<file path="src/rtl/sevseg_scan_ctrl.sv">
// N-digit seven-segment scan multiplexer: frame-coherent shadows, per-digit enable, DP,
// inter-digit blanking and PWM brightness. Optional raw segment override: SEVSEG_RAW_EN.
module sevseg_scan_ctrl #(
  parameter int NUM_DIGITS = 8,
  parameter int SCAN_DIV   = 50000,
  parameter int BLANK_CYC  = 16,
  parameter int BRIGHT_W   = 4,
  parameter bit ACTIVE_LOW = 1'b1
) (
  input  logic                    clk,
  input  logic                    rstn,
  input  logic [NUM_DIGITS*4-1:0] i_digits,
  input  logic [NUM_DIGITS-1:0]   i_dp,
  input  logic [NUM_DIGITS-1:0]   i_en,
  input  logic [BRIGHT_W-1:0]     i_bright,
`ifdef SEVSEG_RAW_EN
  input  logic [NUM_DIGITS*8-1:0] i_raw,
  input  logic [NUM_DIGITS-1:0]   i_raw_sel,
`endif
  output logic [NUM_DIGITS-1:0]   o_an,
  output logic [6:0]              o_seg,
  output logic                    o_dp,
  output logic                    o_frame
);

  localparam int SLOT_W = (SCAN_DIV > 1) ? $clog2(SCAN_DIV) : 1;
  localparam int IDX_W  = (NUM_DIGITS > 1) ? $clog2(NUM_DIGITS) : 1;
  localparam logic [SLOT_W-1:0] SLOT_LAST   = SLOT_W'(SCAN_DIV - 1);
  localparam logic [SLOT_W-1:0] BLANK_FIRST = SLOT_W'(BLANK_CYC);
  localparam logic [IDX_W-1:0]  IDX_LAST    = IDX_W'(NUM_DIGITS - 1);
  localparam logic              POL         = ACTIVE_LOW;

  logic                    r_started;
  logic [SLOT_W-1:0]       r_slot_cnt;
  logic [IDX_W-1:0]        r_idx;
  logic [BRIGHT_W-1:0]     r_bright_cnt;
  logic [NUM_DIGITS*4-1:0] r_sh_digits;
  logic [NUM_DIGITS-1:0]   r_sh_dp;
  logic [NUM_DIGITS-1:0]   r_sh_en;
  logic [BRIGHT_W-1:0]     r_sh_bright;
`ifdef SEVSEG_RAW_EN
  logic [NUM_DIGITS*8-1:0] r_sh_raw;
  logic [NUM_DIGITS-1:0]   r_sh_raw_sel;
  logic [7:0]              w_raw_byte;
`endif
  logic [NUM_DIGITS-1:0]   r_an;
  logic [6:0]              r_seg;
  logic                    r_dp;
  logic                    r_frame;

  logic                    w_slot_wrap;
  logic                    w_load;
  logic [IDX_W-1:0]        w_idx_nxt;
  logic [3:0]              w_nib;
  logic [6:0]              w_hex;
  logic [6:0]              w_seg;
  logic                    w_dp;
  logic                    w_lit;
  logic [NUM_DIGITS-1:0]   w_an;

  // The first clock after reset loads the shadows so the display never shows reset zeros for a frame.
  always_comb begin
    w_slot_wrap = (r_slot_cnt == SLOT_LAST);
    w_load      = !r_started || (w_slot_wrap && (r_idx == IDX_LAST));
    w_idx_nxt   = r_idx;
    if (w_slot_wrap) begin
      w_idx_nxt = (r_idx == IDX_LAST) ? '0 : r_idx + IDX_W'(1);
    end
  end

  always_comb begin
    w_nib = r_sh_digits[{r_idx, 2'b00} +: 4];
    w_hex = '0;
    case (w_nib)
      4'h0: w_hex = 7'h7E;
      4'h1: w_hex = 7'h30;
      4'h2: w_hex = 7'h6D;
      4'h3: w_hex = 7'h79;
      4'h4: w_hex = 7'h33;
      4'h5: w_hex = 7'h5B;
      4'h6: w_hex = 7'h5F;
      4'h7: w_hex = 7'h70;
      4'h8: w_hex = 7'h7F;
      4'h9: w_hex = 7'h7B;
      4'hA: w_hex = 7'h77;
      4'hB: w_hex = 7'h1F;
      4'hC: w_hex = 7'h4E;
      4'hD: w_hex = 7'h3D;
      4'hE: w_hex = 7'h4F;
      4'hF: w_hex = 7'h47;
      default: w_hex = '0;
    endcase
    w_seg = w_hex;
    w_dp  = r_sh_dp[r_idx];
`ifdef SEVSEG_RAW_EN
    w_raw_byte = r_sh_raw[{r_idx, 3'b000} +: 8];
    if (r_sh_raw_sel[r_idx]) begin
      w_seg = w_raw_byte[7:1];
      w_dp  = w_raw_byte[0];
    end
`endif
  end

  always_comb begin
    w_lit = r_sh_en[r_idx] && (r_slot_cnt >= BLANK_FIRST) &&
            ((r_bright_cnt < r_sh_bright) || (r_sh_bright == '1));
    w_an  = '0;
    if (w_lit) begin
      w_an[r_idx] = 1'b1;
    end
  end

  always_ff @(posedge clk or negedge rstn) begin
    if (!rstn) begin
      r_started    <= 1'b0;
      r_slot_cnt   <= '0;
      r_idx        <= '0;
      r_bright_cnt <= '0;
      r_sh_digits  <= '0;
      r_sh_dp      <= '0;
      r_sh_en      <= '0;
      r_sh_bright  <= '0;
`ifdef SEVSEG_RAW_EN
      r_sh_raw     <= '0;
      r_sh_raw_sel <= '0;
`endif
    end else begin
      r_started    <= 1'b1;
      r_slot_cnt   <= w_slot_wrap ? '0 : r_slot_cnt + SLOT_W'(1);
      r_idx        <= w_idx_nxt;
      r_bright_cnt <= r_bright_cnt + BRIGHT_W'(1);
      if (w_load) begin
        r_sh_digits <= i_digits;
        r_sh_dp     <= i_dp;
        r_sh_en     <= i_en;
        r_sh_bright <= i_bright;
`ifdef SEVSEG_RAW_EN
        r_sh_raw     <= i_raw;
        r_sh_raw_sel <= i_raw_sel;
`endif
      end
    end
  end

  // Outputs lag the counter state by one clock, so anode switch and index change land together.
  always_ff @(posedge clk or negedge rstn) begin
    if (!rstn) begin
      r_an    <= {NUM_DIGITS{POL}};
      r_seg   <= {7{POL}};
      r_dp    <= POL;
      r_frame <= 1'b0;
    end else begin
      r_an    <= w_an ^ {NUM_DIGITS{POL}};
      r_seg   <= w_seg ^ {7{POL}};
      r_dp    <= w_dp ^ POL;
      r_frame <= w_load;
    end
  end

  assign o_an    = r_an;
  assign o_seg   = r_seg;
  assign o_dp    = r_dp;
  assign o_frame = r_frame;

endmodule

</file>
<file path="config.mk">
export PLATFORM = sky130hd
export DESIGN_NAME = sevseg_scan_ctrl
export DESIGN_NICKNAME = d
export VERILOG_FILES = /design/src/rtl/sevseg_scan_ctrl.sv
export SDC_FILE = /design/constraint.sdc
export NUM_CORES = 1
export LEC_CHECK = 0
export ABC_AREA = 1
export ABC_CLOCK_PERIOD_IN_PS = 2500
export BUFFER_PORTS_ARGS = -buffer_cell sky130_fd_sc_hd__buf_4
export CAP_MARGIN = 40
export CORE_MARGIN = 3
export CORE_UTILIZATION = 40
export CTS_CLUSTER_DIAMETER = 40
export DETAILED_ROUTE_END_ITERATION = 6
export HOLD_SLACK_MARGIN = 0.1
export SYNTH_ARGS = -nofsm -noshare
export SYNTH_HDL_FRONTEND = slang
export SYNTH_SLANG_ARGS = --single-unit
</file>
<file path="constraint.sdc">
create_clock -name clk -period 2.5 [get_ports clk]
set_clock_uncertainty 0.05 [all_clocks]
set_input_delay 0.125 -clock clk [delete_from_list [all_inputs] [get_ports clk]]
set_output_delay 0.125 -clock clk [all_outputs]
set_load 0.02 [all_outputs]
</file>
Word-level counts from Yosys, hierarchy flattened. Memories as Yosys holds them, arrays and structs flattened. Cells that the tools add are included.

Flip-flop bits (word level): 93. ROM bits: 112. Input port bits: 54. Output and inout bits: 17. Word-level logic and storage cells: 43. Memories: 1.

Add/subtract/negate cells: 3. Magnitude comparators: 4. Eq/ne operators: 3. Shifts and indexed selects: 1. Muxes and demuxes: 9. Bitwise gates (word level): 3. Reductions and logical operators: 7.

Memory list: (name not given) (words 16, bits a word 7, read ports 1, clocked after memory_dff 0, wr ports 0, RTL line 74) `case (w_nib)`.

Operators by type and width (count): variable part select 32 x 6 -> 4 bit (1); adder 16 x 1 -> 16 bit, second input constant (1); equality test 16 bit, second input constant (1); greater-or-equal comparator 16 x 5 -> 1 bit, second input constant (1); 2-to-1 mux 16 bit (1); 2-to-1 mux 8 bit (1); inverter 8 bit (1); inverter 7 bit (1); binary-select mux 1 bit (select 3 bit) (2); adder 4 x 1 -> 4 bit, second input constant (1); equality test 4 bit, second input constant (1); logical AND 1 bit (4); < comparator 3 x 4 -> 1 bit, second input constant (1); < comparator 4 bit (1); adder 3 x 1 -> 3 bit, second input constant (1); demux 1 bit (select 3 bit) (1); equality test 3 bit, second input constant (1); greater-or-equal comparator 3 x 1 -> 1 bit, second input constant (1); 2-to-1 mux 1 bit (3); 2-to-1 mux 3 bit (1); logical OR 1 bit (2); logical NOT 1 bit (1); inverter 1 bit (1).

Longest topological paths before layout.
Word-level depth: 6. Depth in mapped cells: 14. Gate-level depth less buffers: 13.

Worst setup path after synthesis. No wires, ideal clock.

Path kind: reg2reg. Start point: register r_idx[0]. End point: register r_seg[3] (netlist: o_seg[3]). Library setup time: 76 ps. Data arrival time: 1619 ps. Data required time: 2374 ps. Slack: 756 ps. Stages on the path, launching flop included: 15. Buffers on the path: 1. Period minus slack after synthesis: 1744 ps. Cell sequence: dfrtp_1 -> inv_2 -> buf_2 -> nand2_1 -> nand2_1 -> nand2_1 -> nand2_1 -> nand2_1 -> nand2_1 -> inv_1 -> ha_1 -> inv_1 -> nand3_1 -> nand3_1 -> nand2_1.

Cells in the longest elaborated chain, start to end: 3.

RTL lines: from (decl) (RTL line 35) `logic [IDX_W-1:0] r_idx;`; from (signal assigned) (RTL line 130) `r_idx <= w_idx_nxt;`; variable part select 32 x 6 -> 4 bit (RTL line 72) `w_nib = r_sh_digits[{r_idx, 2'b00} +: 4];`; memory read (16 x 7 bit); inverter 7 bit (no line); to (signal assigned) (RTL line 149) `r_seg <= {7{POL}};`; to (signal assigned) (RTL line 154) `r_seg <= w_seg ^ {7{POL}};`; to (decl) (RTL line 47) `logic [6:0] r_seg;`.

Every way passes these cells. A chain may end at the register's enable or synchronous reset.

Final worst setup path.
Start point: register r_idx[1]. End point: register r_seg[3] (netlist: o_seg[3]).

The elaborated chain is that of the path after synthesis.

==> metrics.log <==
[metrics] worst setup slack before clock tree synthesis: 0.495 ns
[metrics] area grow syn2layout: 33.1%
[metrics] Post-DP Area: 0.00526 mm2
[metrics] final instance area: 0.00610 mm2
[metrics] setup repair after global routing missed its margin: no
[metrics] cell type contributing the most total cell area after synthesis: dfrtp_1
[metrics] final count of hold timing violations: 0
[metrics] maximum level of the CTS H-tree: 3
[metrics] leakage power total: 3.20 nW
[metrics] fraction of layout instances using a drive strength above 1: 0.176
[metrics] initial cell density of the core: 0.415
[metrics] Mapped Avg Cell Area: 7.97 um2
[metrics] final max-slew violation count: 0
[metrics] Sequential Power Share: 0.465
[metrics] ranking of synthesized cells by area: dfrtp_1, nand2_1, nand3_1
[metrics] worst rel slew slack: 0.613
[metrics] Antenna Diode Count: 0
[metrics] number of antenna violations at the first check in global routing: 0
[metrics] placeable core region: 0.0110 mm2
[metrics] fraction of power spent switching nets: 0.243
[metrics] Syn Nets: 643
[metrics] part of the power in combinational logic: 0.129
[metrics] Tightest Hold Check Type: input pin to async pin
[metrics] TritonCTS clock tree: yes
[metrics] Die Y: 113 um
[metrics] routed vias/inst: 4.84
[metrics] commonest non-fill, non-tap cells in the layout: nand2_1, nand3_1, buf_4, dfrtp_1, dlygate4sd3_1
[metrics] type of the worst setup path: flop to flop
[metrics] number of port buffers: 70
[metrics] endpoint required time on the critical path: 2.73 ns
[metrics] total wirelength of the detailed-routed design: 11100 um
[metrics] via count of the first global-routing pass: 4012
[metrics] worst endpoint data arrival time: 2.30 ns
[metrics] Switching Power: 0.873 mW
[metrics] Peak VDD IR: 0.330 mV
[metrics] startpoint kind of the worst setup timing path: flop
[metrics] post-cts repair resize count: 0
[metrics] commonest non-fill, non-tap cell in the layout: nand2_1
[metrics] I/O pin total: 71
[metrics] maximum buffer depth of the clock tree: 2
[metrics] routability congestion estimate from global placement: 0.886
[metrics] global-route wire length before repair: 19300 um
[metrics] number of distinct library cells after synthesis: 32
[metrics] wire length per cell: 13.3 um
[metrics] number of CTS-inserted buffers: 9
[metrics] Max Fclk: 484 MHz
[metrics] critical path endpoint category: flop
[metrics] CP Max Fanout: 17
[metrics] hold slack final: 0.279 ns
[metrics] global route overflow: 0
[metrics] half-perimeter wire length after placement: 7440 um
[metrics] area share of the largest cell type after synthesis: 0.420
[metrics] Worst-Margin Slew: 0.580 ns
[metrics] Syn. warnings: 0
[metrics] final net count: 762
[metrics] # Max-Cap Violations: 0
[metrics] number of violations reported at the end of detailed-routing iteration 0: 155
[metrics] die outline area: 0.0128 mm2
[metrics] number of failing setup endpoints in the final timing report: 0
[metrics] clock latency of the later-clocked register in the worst-skew pair: 0.34 ns
[metrics] DRC violation count after routing: 0
[metrics] crit path time final: 2.07 ns
[metrics] portion of total power attributed to the clock network: 0.407
[metrics] number of standard cells after synthesis: 575
[metrics] Antenna Violating Nets Remaining: 0
[metrics] clock tree root driver cell: clkbuf_16
[metrics] combined area of all synthesized cells: 0.00458 mm2
[metrics] clock transition at the registers of the reported paths: 0.07 ns
[metrics] Int Pwr: 2.72 mW
[metrics] post-synthesis register bit count: 93
[metrics] Util after Layout: 0.553
[metrics] outcome: finished, final reports clean
[metrics] final worst setup slack: 0.434 ns
[metrics] Detailed Routing Iterations Pass 1: 4
[metrics] areal power density over the cells: 588 mW/mm2
[metrics] post-placement cell count: 770
[metrics] summed negative setup slack over all endpoints: 0 ns
[metrics] Non-Filler Instances: 839
[metrics] total power: 3.59 mW
[metrics] global-route total usage across every layer: 0.182
[metrics] Row Count: 38
[metrics] chip width: 113 um
[metrics] sequential fraction of the synthesis area: 0.512
[metrics] total clock sinks: 93
[metrics] number of vias after detailed routing: 4060
[metrics] maximum number of pins on one net before global-route repair: 51
[metrics] period utilization: 0.827
## power groups by stage
stage / Combinational, mW / Sequential [mW] / Clock, mW
6_report: 0.462 / 1.67 / 1.46
2_1_floorplan: 0.194 / 1.71 / 0
5_1_grt: 0.524 / 1.68 / 1.55
4_1_cts: 0.466 / 1.67 / 1.49
3_5_place_dp: 0.399 / 1.70 / 0
3_3_place_gp: 0.392 / 1.70 / 0
## flip-flops by register name (all words and copies together), names as in the netlist
name	flops
r_sh_digits	32
r_slot_cnt	16
o_an	8
r_sh_dp	8
r_sh_en	8
o_seg	7
r_bright_cnt	4
r_sh_bright	4
r_idx	3
o_dp	1
o_frame	1
r_started	1
## critical path, stage by stage, from the launching register on
cell and delay [ns]:
dfrtp_1 0.66, inv_1 0.11, buf_4 0.18, nand2_1 0.06, nand2_1 0.05, nand2_1 0.05
nand2_1 0.14, inv_1 0.16, ha_1 0.24, inv_1 0.08, nand3_1 0.08, nand3_1 0.08
nand2_1 0.07
## logic make-up (layout without fill, tap and decap cells)
group | after synthesis | in the layout | share of synthesized area
other | 1 | 1 | 0.000818
flip-flops | 93 | 93 | 0.512
adder cells (fa/ha/maj) | 14 | 14 | 0.0382
AO/OA/AOI/OAI | 29 | 29 | 0.0333
buffers and inverters | 70 | 194 | 0.0639
AND/OR/NAND/NOR | 360 | 360 | 0.336
XOR/XNOR | 8 | 8 | 0.0153
## worst paths after layout
| kind | cells after the start | to | start | slack [ns] |
|---|---|---|---|---|
| worst max-delay path | 12 | o_seg[3]$_DFF_PN1_ | r_idx[1]$_DFFE_PN0N_ | 0.43 |
| worst min-delay path | 2 | r_sh_digits[7]$_DFFE_PN0P_ | rstn | 0.28 |
| worst max register to register | 12 | o_seg[3]$_DFF_PN1_ | r_idx[1]$_DFFE_PN0N_ | 0.43 |
| worst min register to register | 1 | r_bright_cnt[0]$_DFF_PN0_ | r_bright_cnt[0]$_DFF_PN0_ | 0.42 |
| max in group asynchronous | 3 | o_an[1]$_DFF_PN1_ | rstn | 1.41 |
| min in group clk | 1 | r_bright_cnt[0]$_DFF_PN0_ | r_bright_cnt[0]$_DFF_PN0_ | 0.42 |
## area by class of cell
class,instances,area (um2)
multi-input combinational,412,1940
inverter,46,173
tap,140,175
clock inverter,6,86.3
timing repair buffer,132,1150
fill,996,4930
sequential,93,2350
clock buffer,10,229
## synth_stat cells, drive strengths merged
cell type	number
nor4	3
a21oi	9
nand2	209
and2	1
nand4	7
o211ai	1
xnor2	1
nor2	44
conb	1
nand3	87
dfrtp	77
clkbuf	7
inv	44
dfstp	16
xor2	7
clkinv	2
ha	14
buf	17
o21ai	15
o22ai	4
nand3b	2
nor3	7
## routing by layer
metal	up-vias	GRT usage	part of all wire
met4	0	0.0641	0.010
met3	10	0.0251	0.035
met2	85	0.283	0.47
met1	1898	0.263	0.48
li1	2067	-	-
met5	-	0	0
## timing repair
action,4_1_cts,5_1_grt
endpoints found under the hold margin,92,0
setup endpoints to repair,0,0
hold buffers,53,0
setup buffers,0,0
(Power assumes the default switching activity.)
